===== src/rtl/mem_mp_arb.sv =====
// Multi-port memory: NUM_PORTS valid/ready channels share one single-port array
// through a round-robin arbiter, with byte-enabled writes and per-port registered returns.
module mem_mp_arb #(
  parameter int WIDTH      = 32,
  parameter int DEPTH      = 32,
  parameter int ADDR_WIDTH = 5,
  parameter int NUM_PORTS  = 2
) (
  input  logic                            clk,
  input  logic                            rst,
  input  logic [NUM_PORTS-1:0]            valid,
  input  logic [NUM_PORTS-1:0]            wt_rd,
  input  logic [NUM_PORTS*ADDR_WIDTH-1:0] addr,
  input  logic [NUM_PORTS*WIDTH-1:0]      wdata,
  input  logic [NUM_PORTS*(WIDTH/8)-1:0]  wstrb,
  output logic [NUM_PORTS-1:0]            ready,
  output logic [NUM_PORTS*WIDTH-1:0]      rdata,
  output logic [NUM_PORTS-1:0]            rvalid,
  output logic [NUM_PORTS-1:0]            err
);

  localparam int NB  = WIDTH / 8;
  localparam int PW  = (NUM_PORTS > 1) ? $clog2(NUM_PORTS) : 1;
  localparam int PW1 = PW + 1;

  logic [PW-1:0]          ptr_r;
  logic [PW-1:0]          gnt_idx_s;
  logic                   gnt_any_s;
  logic [PW:0]            cand_s;
  int                     gnt_int_s;
  logic                   xfer_s;
  logic [NUM_PORTS-1:0]   ready_s;
  logic [ADDR_WIDTH-1:0]  g_addr_s;
  logic [WIDTH-1:0]       g_wdata_s;
  logic [NB-1:0]          g_wstrb_s;
  logic                   g_wr_s;
  logic                   in_range_s;
  logic [WIDTH-1:0]       rd_word_s;
  logic [WIDTH-1:0]       mem_r [DEPTH];
  logic [NUM_PORTS*WIDTH-1:0] rdata_r;
  logic [NUM_PORTS-1:0]   rvalid_r;
  logic [NUM_PORTS-1:0]   err_r;

  // Round-robin search: first valid port at or after the pointer, wrapping.
  always_comb begin
    gnt_idx_s = '0;
    gnt_any_s = 1'b0;
    cand_s    = '0;
    for (int j = 0; j < NUM_PORTS; j++) begin
      cand_s = {1'b0, ptr_r} + PW1'(j);
      if (cand_s >= PW1'(NUM_PORTS)) begin
        cand_s = cand_s - PW1'(NUM_PORTS);
      end else begin
        cand_s = cand_s;
      end
      if (!gnt_any_s && valid[cand_s[PW-1:0]]) begin
        gnt_any_s = 1'b1;
        gnt_idx_s = cand_s[PW-1:0];
      end else begin
        gnt_idx_s = gnt_idx_s;
      end
    end
  end

  // One-hot grant, forced low while reset is held.
  always_comb begin
    ready_s = '0;
    if (rst && gnt_any_s) begin
      ready_s[gnt_idx_s] = 1'b1;
    end else begin
      ready_s = '0;
    end
  end

  assign xfer_s    = rst & gnt_any_s;
  assign gnt_int_s = int'(gnt_idx_s);

  // Steer the granted port's request fields onto the shared array path.
  always_comb begin
    g_addr_s   = addr[gnt_int_s*ADDR_WIDTH +: ADDR_WIDTH];
    g_wdata_s  = wdata[gnt_int_s*WIDTH +: WIDTH];
    g_wstrb_s  = wstrb[gnt_int_s*NB +: NB];
    g_wr_s     = wt_rd[gnt_idx_s];
    in_range_s = (32'(g_addr_s) < 32'(DEPTH));
    rd_word_s  = '0;
    if (in_range_s) begin
      rd_word_s = mem_r[g_addr_s];
    end else begin
      rd_word_s = '0;
    end
  end

  // Storage array: cleared on reset, byte-masked write on an in-range write transfer.
  always_ff @(posedge clk or negedge rst) begin
    if (!rst) begin
      for (int d = 0; d < DEPTH; d++) begin
        mem_r[d] <= '0;
      end
    end else if (xfer_s && g_wr_s && in_range_s) begin
      for (int b = 0; b < NB; b++) begin
        if (g_wstrb_s[b]) begin
          mem_r[g_addr_s][b*8 +: 8] <= g_wdata_s[b*8 +: 8];
        end
      end
    end
  end

  // Per-port completion pulses and read data; rdata only changes on reads.
  always_ff @(posedge clk or negedge rst) begin
    if (!rst) begin
      rdata_r  <= '0;
      rvalid_r <= '0;
      err_r    <= '0;
    end else begin
      rvalid_r <= '0;
      err_r    <= '0;
      if (xfer_s) begin
        rvalid_r[gnt_idx_s] <= 1'b1;
        err_r[gnt_idx_s]    <= ~in_range_s;
        if (!g_wr_s) begin
          rdata_r[gnt_int_s*WIDTH +: WIDTH] <= rd_word_s;
        end
      end
    end
  end

  // Priority pointer moves just past the port that transferred.
  always_ff @(posedge clk or negedge rst) begin
    if (!rst) begin
      ptr_r <= '0;
    end else if (xfer_s) begin
      ptr_r <= (gnt_idx_s == PW'(NUM_PORTS - 1)) ? '0 : gnt_idx_s + PW'(1);
    end
  end

  assign ready  = ready_s;
  assign rdata  = rdata_r;
  assign rvalid = rvalid_r;
  assign err    = err_r;

endmodule


===== config.mk =====
export PLATFORM = sky130hd
export DESIGN_NAME = mem_mp_arb
export DESIGN_NICKNAME = d
export VERILOG_FILES = /design/src/rtl/mem_mp_arb.sv
export SDC_FILE = /design/constraint.sdc
export NUM_CORES = 2
export LEC_CHECK = 0
export ABC_AREA = 1
export BUFFER_PORTS_ARGS = -buffer_cell sky130_fd_sc_hd__buf_2
export CELL_PAD_IN_SITES_DETAIL_PLACEMENT = 1
export CELL_PAD_IN_SITES_GLOBAL_PLACEMENT = 1
export CORE_MARGIN = 5
export CORE_UTILIZATION = 35
export CTS_BUF_LIST = sky130_fd_sc_hd__clkbuf_4 sky130_fd_sc_hd__clkbuf_8
export DETAILED_ROUTE_END_ITERATION = 10
export GPL_TIMING_DRIVEN = 1
export HOLD_SLACK_MARGIN = 0.05
export PLACE_DENSITY_LB_ADDON = 0.2
export SLEW_MARGIN = 20
export SYNTH_ARGS = -nofsm -noshare
export SYNTH_HDL_FRONTEND = slang
export SYNTH_SLANG_ARGS = --single-unit

===== constraint.sdc =====
create_clock -name clk -period 2.5 [get_ports clk]
set_input_delay 0.375 -clock clk [delete_from_list [all_inputs] [get_ports clk]]
set_output_delay 0.375 -clock clk [all_outputs]
set_load 0.02 [all_outputs]

After elaboration in Yosys (flattened, before gate mapping)
Index checks and enable logic that the tools add are counted.

Add/sub/neg operators: 5. Multiply operators: 1. Shifts and indexed selects: 5. Bitwise gates (word level): 3. Order comparisons: 8. Muxes and demuxes: 40. Reductions and logical operators: 7.

Operators by type and width (number): two-way mux 1024 bit (7); bitwise mux 1024 bit (4); demux 32 bit (select 5 bit) (4); binary-select mux 32 bit (select 5 bit) (1); two-way mux 32 bit (3); bitwise mux 64 bit (1); variable shift 32 x 33 -> 64 bit, first input constant (1); indexed part select 32 x 33 -> 64 bit (1); indexed part select 64 x 7 -> 32 bit (1); negator 6 -> 33 bit (1); two-way mux 24 bit (1); two-way mux 16 bit (1); two-way mux 1 bit (14); indexed part select 10 x 5 -> 5 bit (1); two-way mux 8 bit (1); indexed part select 8 x 4 -> 4 bit (1); >= comparator 6 bit, second input constant (1); less-than comparator 1 x 2 -> 1 bit, second input constant (3); less-than comparator 6 x 1 -> 1 bit, second input constant (1); NOT 5 -> 6 bit (1); logical AND 1 bit (5); multiplier 1 x 3 -> 4 bit, second input constant (1); two-way mux 2 bit (2); adder 1 x 1 -> 2 bit, second input constant (1); other kinds (10) (11).

Word-level logic and storage cells: 104. Register bits after elaboration: 1091. Output and inout port bits: 70. Input bits: 88.

Logic depth before layout (Yosys ltp)
Depth after elaboration: 26. Gate-level depth with buffers: 18. Depth with buffers taken out: 14.

Least setup slack after synthesis
No wires, ideal clock.

Path type: reg2reg. Start point: register ptr_r. End point: register rdata_r[23], in the netlist rdata[23]. Cell stages (with the launch flop): 19. Setup time: 0.118 ns. Required time: 2.382 ns. Path slack: 0.371 ns. Arrival time: 2.011 ns. Period minus slack after synthesis: 2.129 ns. Buffers on the path: 4. Cell sequence: dfrtp_1 inv_1 nand2_2 nand2_4 buf_6 buf_4 nand2_2 nand2_2 buf_2 clkbuf_1 nand2_1 nand2_1 nand2_1 nand2_1 nand2_1 nand2_1 nor2_1 nand3_1 nand2_1.

Longest elaborated chain between the ends: 16. Elaborated cells on any way between the ends: 32. Classes of those cells: add/sub (4); mul (1); order compare (2); shift (3); mux (16); bitwise (3); reduce/logical (3).

RTL lines: from (decl) (line 26) `logic [PW-1:0] ptr_r;`; from (signal assigned) (line 132) `ptr_r <= (gnt_idx_s == PW'(NUM_PORTS - 1)) ? '0 : gnt_idx_s + PW'(1);`; >= comparator 1 x 2 -> 1 bit / subtractor 1 bit (equally long branches) (line 51, 52); two-way mux 1 bit (line 51) `if (cand_s >= PW1'(NUM_PORTS)) begin`; two-way mux 1 bit (not written as such) (2 in a row) (line 56) `if (!gnt_any_s && valid[cand_s[PW-1:0]]) begin`; two-way mux 1 bit (line 56); logical NOT 1 bit (line 56); logical AND 1 bit (line 56); two-way mux 1 bit (line 56); multiplier 1 x 3 -> 4 bit (line 80) `g_addr_s = addr[gnt_int_s*ADDR_WIDTH +: ADDR_WIDTH];`; indexed part select 10 x 5 -> 5 bit (line 80); NOT 5 -> 6 bit (not written as such) (line 87) `rd_word_s = mem_r[g_addr_s];`; binary-select mux 32 bit (select 5 bit) (line 87); two-way mux 32 bit (not written as such) (2 in a row) (line 87); indexed part select 32 x 33 -> 64 bit (line 121) `rdata_r[gnt_int_s*WIDTH +: WIDTH] <= rd_word_s;`; bitwise mux 64 bit (line 121); to (signal, indexed assignment) (line 121); to (decl) (line 40) `logic [NUM_PORTS*WIDTH-1:0] rdata_r;`.

Several ways; a longest one is shown, not always the timed one. The select of a mux whose other input is x is not followed. A chain may end at the register's enable or synchronous reset.

Worst setup path in the final report
Start point: register ptr_r. End point: register mem_r[323] in the netlist's numbering.

Longest elaborated chain between the ends: 26. Elaborated cells on any way between the ends: 45. Classes of those cells: add/sub (3); mul (1); order compare (4); shift (3); mux (28); bitwise (2); reduce/logical (4).

RTL lines: >= comparator 1 x 2 -> 1 bit / subtractor 1 bit (equally long branches) (line 51, 52); two-way mux 1 bit (line 51); two-way mux 1 bit (not written as such) (2 in a row) (line 56); two-way mux 1 bit (line 56); logical NOT 1 bit (line 56); logical AND 1 bit (line 56); two-way mux 1 bit (line 56); multiplier 1 x 3 -> 4 bit (line 80); (+9 left out); bitwise mux 1024 bit (line 102) `mem_r[g_addr_s][b*8 +: 8] <= g_wdata_s[b*8 +: 8];`; two-way mux 1024 bit (line 101) `if (g_wstrb_s[b]) begin`; two-way mux 1024 bit (line 99) `end else if (xfer_s && g_wr_s && in_range_s) begin`; bitwise mux 1024 bit (line 102); two-way mux 1024 bit (line 101); two-way mux 1024 bit (line 99); bitwise mux 1024 bit (line 102); two-way mux 1024 bit (line 101); to (signal, indexed assignment) (line 102); to (decl) (line 39) `logic [WIDTH-1:0] mem_r [DEPTH];`.

Several ways; a longest one is shown, not always the timed one. The select of a mux whose other input is x is not followed.

==> metrics.txt <==
DRC 0; failing checks setup timing; CTS HTree Levels 4; Max-slew headroom a little under a third; Slew Limit Fails 0; Routed Antenna Nets 0; post-synth top area share 49.59%; Clk Tree Root Cell clkbuf_8; worst r2r path cells 15; worst slew pin tran roughly 1.0 ns; Tot Pwr 0.05211 W; largest net degree at the start of global routing between 150 and 200; r2r endpoint mem_r[323]$_DFFE_PN0P_; Critical Path AT ~3.3 ns; max cap viols 0; Via density 4.976; Critical Path Fanout Max 16; Worst setup EP type register; first-pass GRT wire length 322800 um; Critical-path top delay cell dfrtp_1; initial DRC count about 3600; TritonCTS clock tree done; P&R area growth vs syn 26.68%; commonest non-fill, non-tap cell in the layout nand2_1; Final Wtd Congestion ~0.82; GR Util All Layers around 25%; crit path to mem_r[323]$_DFFE_PN0P_; Via Count roughly 52000; fmax 0.3956 GHz; max incr delay on CP around 0.36 ns; outcome finished with violations; synthesized area roughly 0.055 mm^2; HPWL Detailed about 130000 um; crit path cell chain inv_2 > nand2_4 > nand2_8 > buf_12 > nand2_1 > o21ai_4 > buf_4 > nor3_4 > clkinv_4 > nor2_4 > buf_6 > nand2_1 > buf_12 > nand2_1 > o21ai_0; Starting Density between 30% and 40%; post-synthesis cell type count 25; CTS buffer count a little under 200; Mapped Cells between 7000 and 8000; Leakage 34.96 nW; layout cells sized above 1 between 10% and 20%; Die W ~410 um; Nets 8293; clk_lat worst skew around 0.96 ns; Mapped Avg Cell Area approximately 7.1 um^2; vias in the first global route ~53000; clock-pin slew on the worst setup and hold paths roughly 0.060 ns; Synth area leader dfrtp_1; drt total wl approximately 220000 um; # port buffers 155; setup slack at placement -0.6604 ns; critical path class register to register; crit path time final roughly 2.5 ns; FF-to-FF setup slack -0.03 ns; Core Area ~0.16 mm^2; Final Skew between 0.03 and 0.04 ns; synth warn 0; top area cells in the synthesized netlist dfrtp_1, nand2_1, o21ai_0, inv_1, nand3_1; most frequent cells in the layout nand2_1, dfrtp_1, inv_1; Row Count 145; hold violation count in the final report 0; TritonRoute pass-1 iters 5; GRT overflow 0; Worst EP required roughly 3.3 ns; Power per Cell Area between 700 and 800 mW/mm^2; Synth Register Bits about 1100; clk buf depth 3; Period Utilization, post-route 101.1%; reg2reg start ptr_r$_DFFE_PN0N_; Crit path top cell by count nand2_1; Final Setup Violations 3; Setup WS post-layout -0.02785 ns; initial antenna violation count 3; register area share after synthesis between 40% and 50%; RSZ-0062 raised after global routing yes; CP Launch Type register; HP Class primary input to asynchronous set/reset pin; CP startpoint ptr_r$_DFFE_PN0N_; drt wl/cell 20.82 um; Die H between 400 and 500 um; clock sink count 1091; full die area 0.1653 mm^2; # IOs ~160; peak supply drop 0.6027 mV
[sequential cells by signal, indices dropped and copies added (netlist names)]
name,flops
mem_r,1024
rdata,64
rvalid,2
ptr_r,1
[synthesized netlist by cell type, drive strengths merged]
| cell | count |
|---|---|
| nand3b | 96 |
| mux2i | 32 |
| nor3 | 9 |
| nand2 | 3614 |
| inv | 950 |
| nand3 | 354 |
| clkbuf | 372 |
| o21ai | 1030 |
| dfrtp | 1091 |
| a21oi | 4 |
| buf | 117 |
| nor2 | 101 |
| conb | 1 |
[power breakdown]
part	switching [W]	leakage [nW]	internal [W]	total, W
registers	0.00165	14.9	0.0201	0.0218
logic	0.00781	17.9	0.00447	0.0123
clock network	0.00812	2.23	0.00994	0.0181
[worst min-delay path by stage]
stage                                   to  cells after the start  slack [ns]
floorplan             mem_r[0]$_DFFE_PN0P_                      0        0.08
global placement    mem_r[480]$_DFFE_PN0P_                      2        0.46
detailed placement  mem_r[673]$_DFFE_PN0P_                      2        0.46
CTS                 mem_r[111]$_DFFE_PN0P_                      6         0.1
global route        mem_r[270]$_DFFE_PN0P_                      3        0.15
finish              mem_r[270]$_DFFE_PN0P_                      3        0.12
[cells by family after synthesis]
kind of cell    after synthesis  share of synthesized area [%]
buf+inv                    1439                          10.06
flops                      1091                          49.59
compound gates             1034                          9.455
simple gates               4174                          30.31
mux                          32                         0.5818
other cells                   1                       0.006812
[stage by stage]
step           std cells  utilization (%)  setup TNS [ns]  hold slack, ns  instance area [um^2]
2_1_floorplan       7772                -               0         0.07941                 55060
3_3_place_gp        9921            40.18         -171.76          0.4571                 62830
3_5_place_dp        9921            40.18         -218.64          0.4642                 62830
4_1_cts            10356            43.67         -0.2317         0.09943                 68300
5_1_grt            10409            44.59          -10.29          0.1467                 69740
6_report           10412            44.60        -0.04426          0.1181                 69740
[routing by layer]
layer / vias to the layer above / track usage [%] / routed length [um]
met1: 25694 / 35.32 / 100400
met4: 2 / 9.289 / 7040
met2: 1199 / 39.37 / 95740
li1: 24569 / - / -
met3: 341 / 5.192 / 13510
met5: - / 0 / 13
[worst max-delay path: cells and delay by family, from the launching register on]
kind	cells	cell delay [ns]
DFF	1	0.36
and+or+nand+nor	7	0.95
AOI/OAI and AO/OA	2	0.20
buffers and inverters	6	0.86
[repair_timing]
| action | 4_1_cts | 5_1_grt |
|---|---|---|
| gates resized for setup | 79 | 200 |
| hold buffers | 71 | 0 |
| setup endpoints to repair | 1000 | 1079 |
| pin swaps | 4 | 17 |
| hold endpoints to repair | 1449 | 0 |
| buffers inserted | 15 | 32 |
| cloned | 5 | 20 |
[layout make-up]
class                      instances  area (um^2)
antenna                            5        12.51
clock buffer                     319         3934
clock inverter                    25        227.7
fill                           19207        86640
inverter                         950         3601
multi-input combinational       5242        23300
sequential                      1091        27300
tap                             2058         2575
timing repair buffer             720         8782
timing repair inverter             2        12.51
Note: power is estimated with default switching activity, not from simulation.
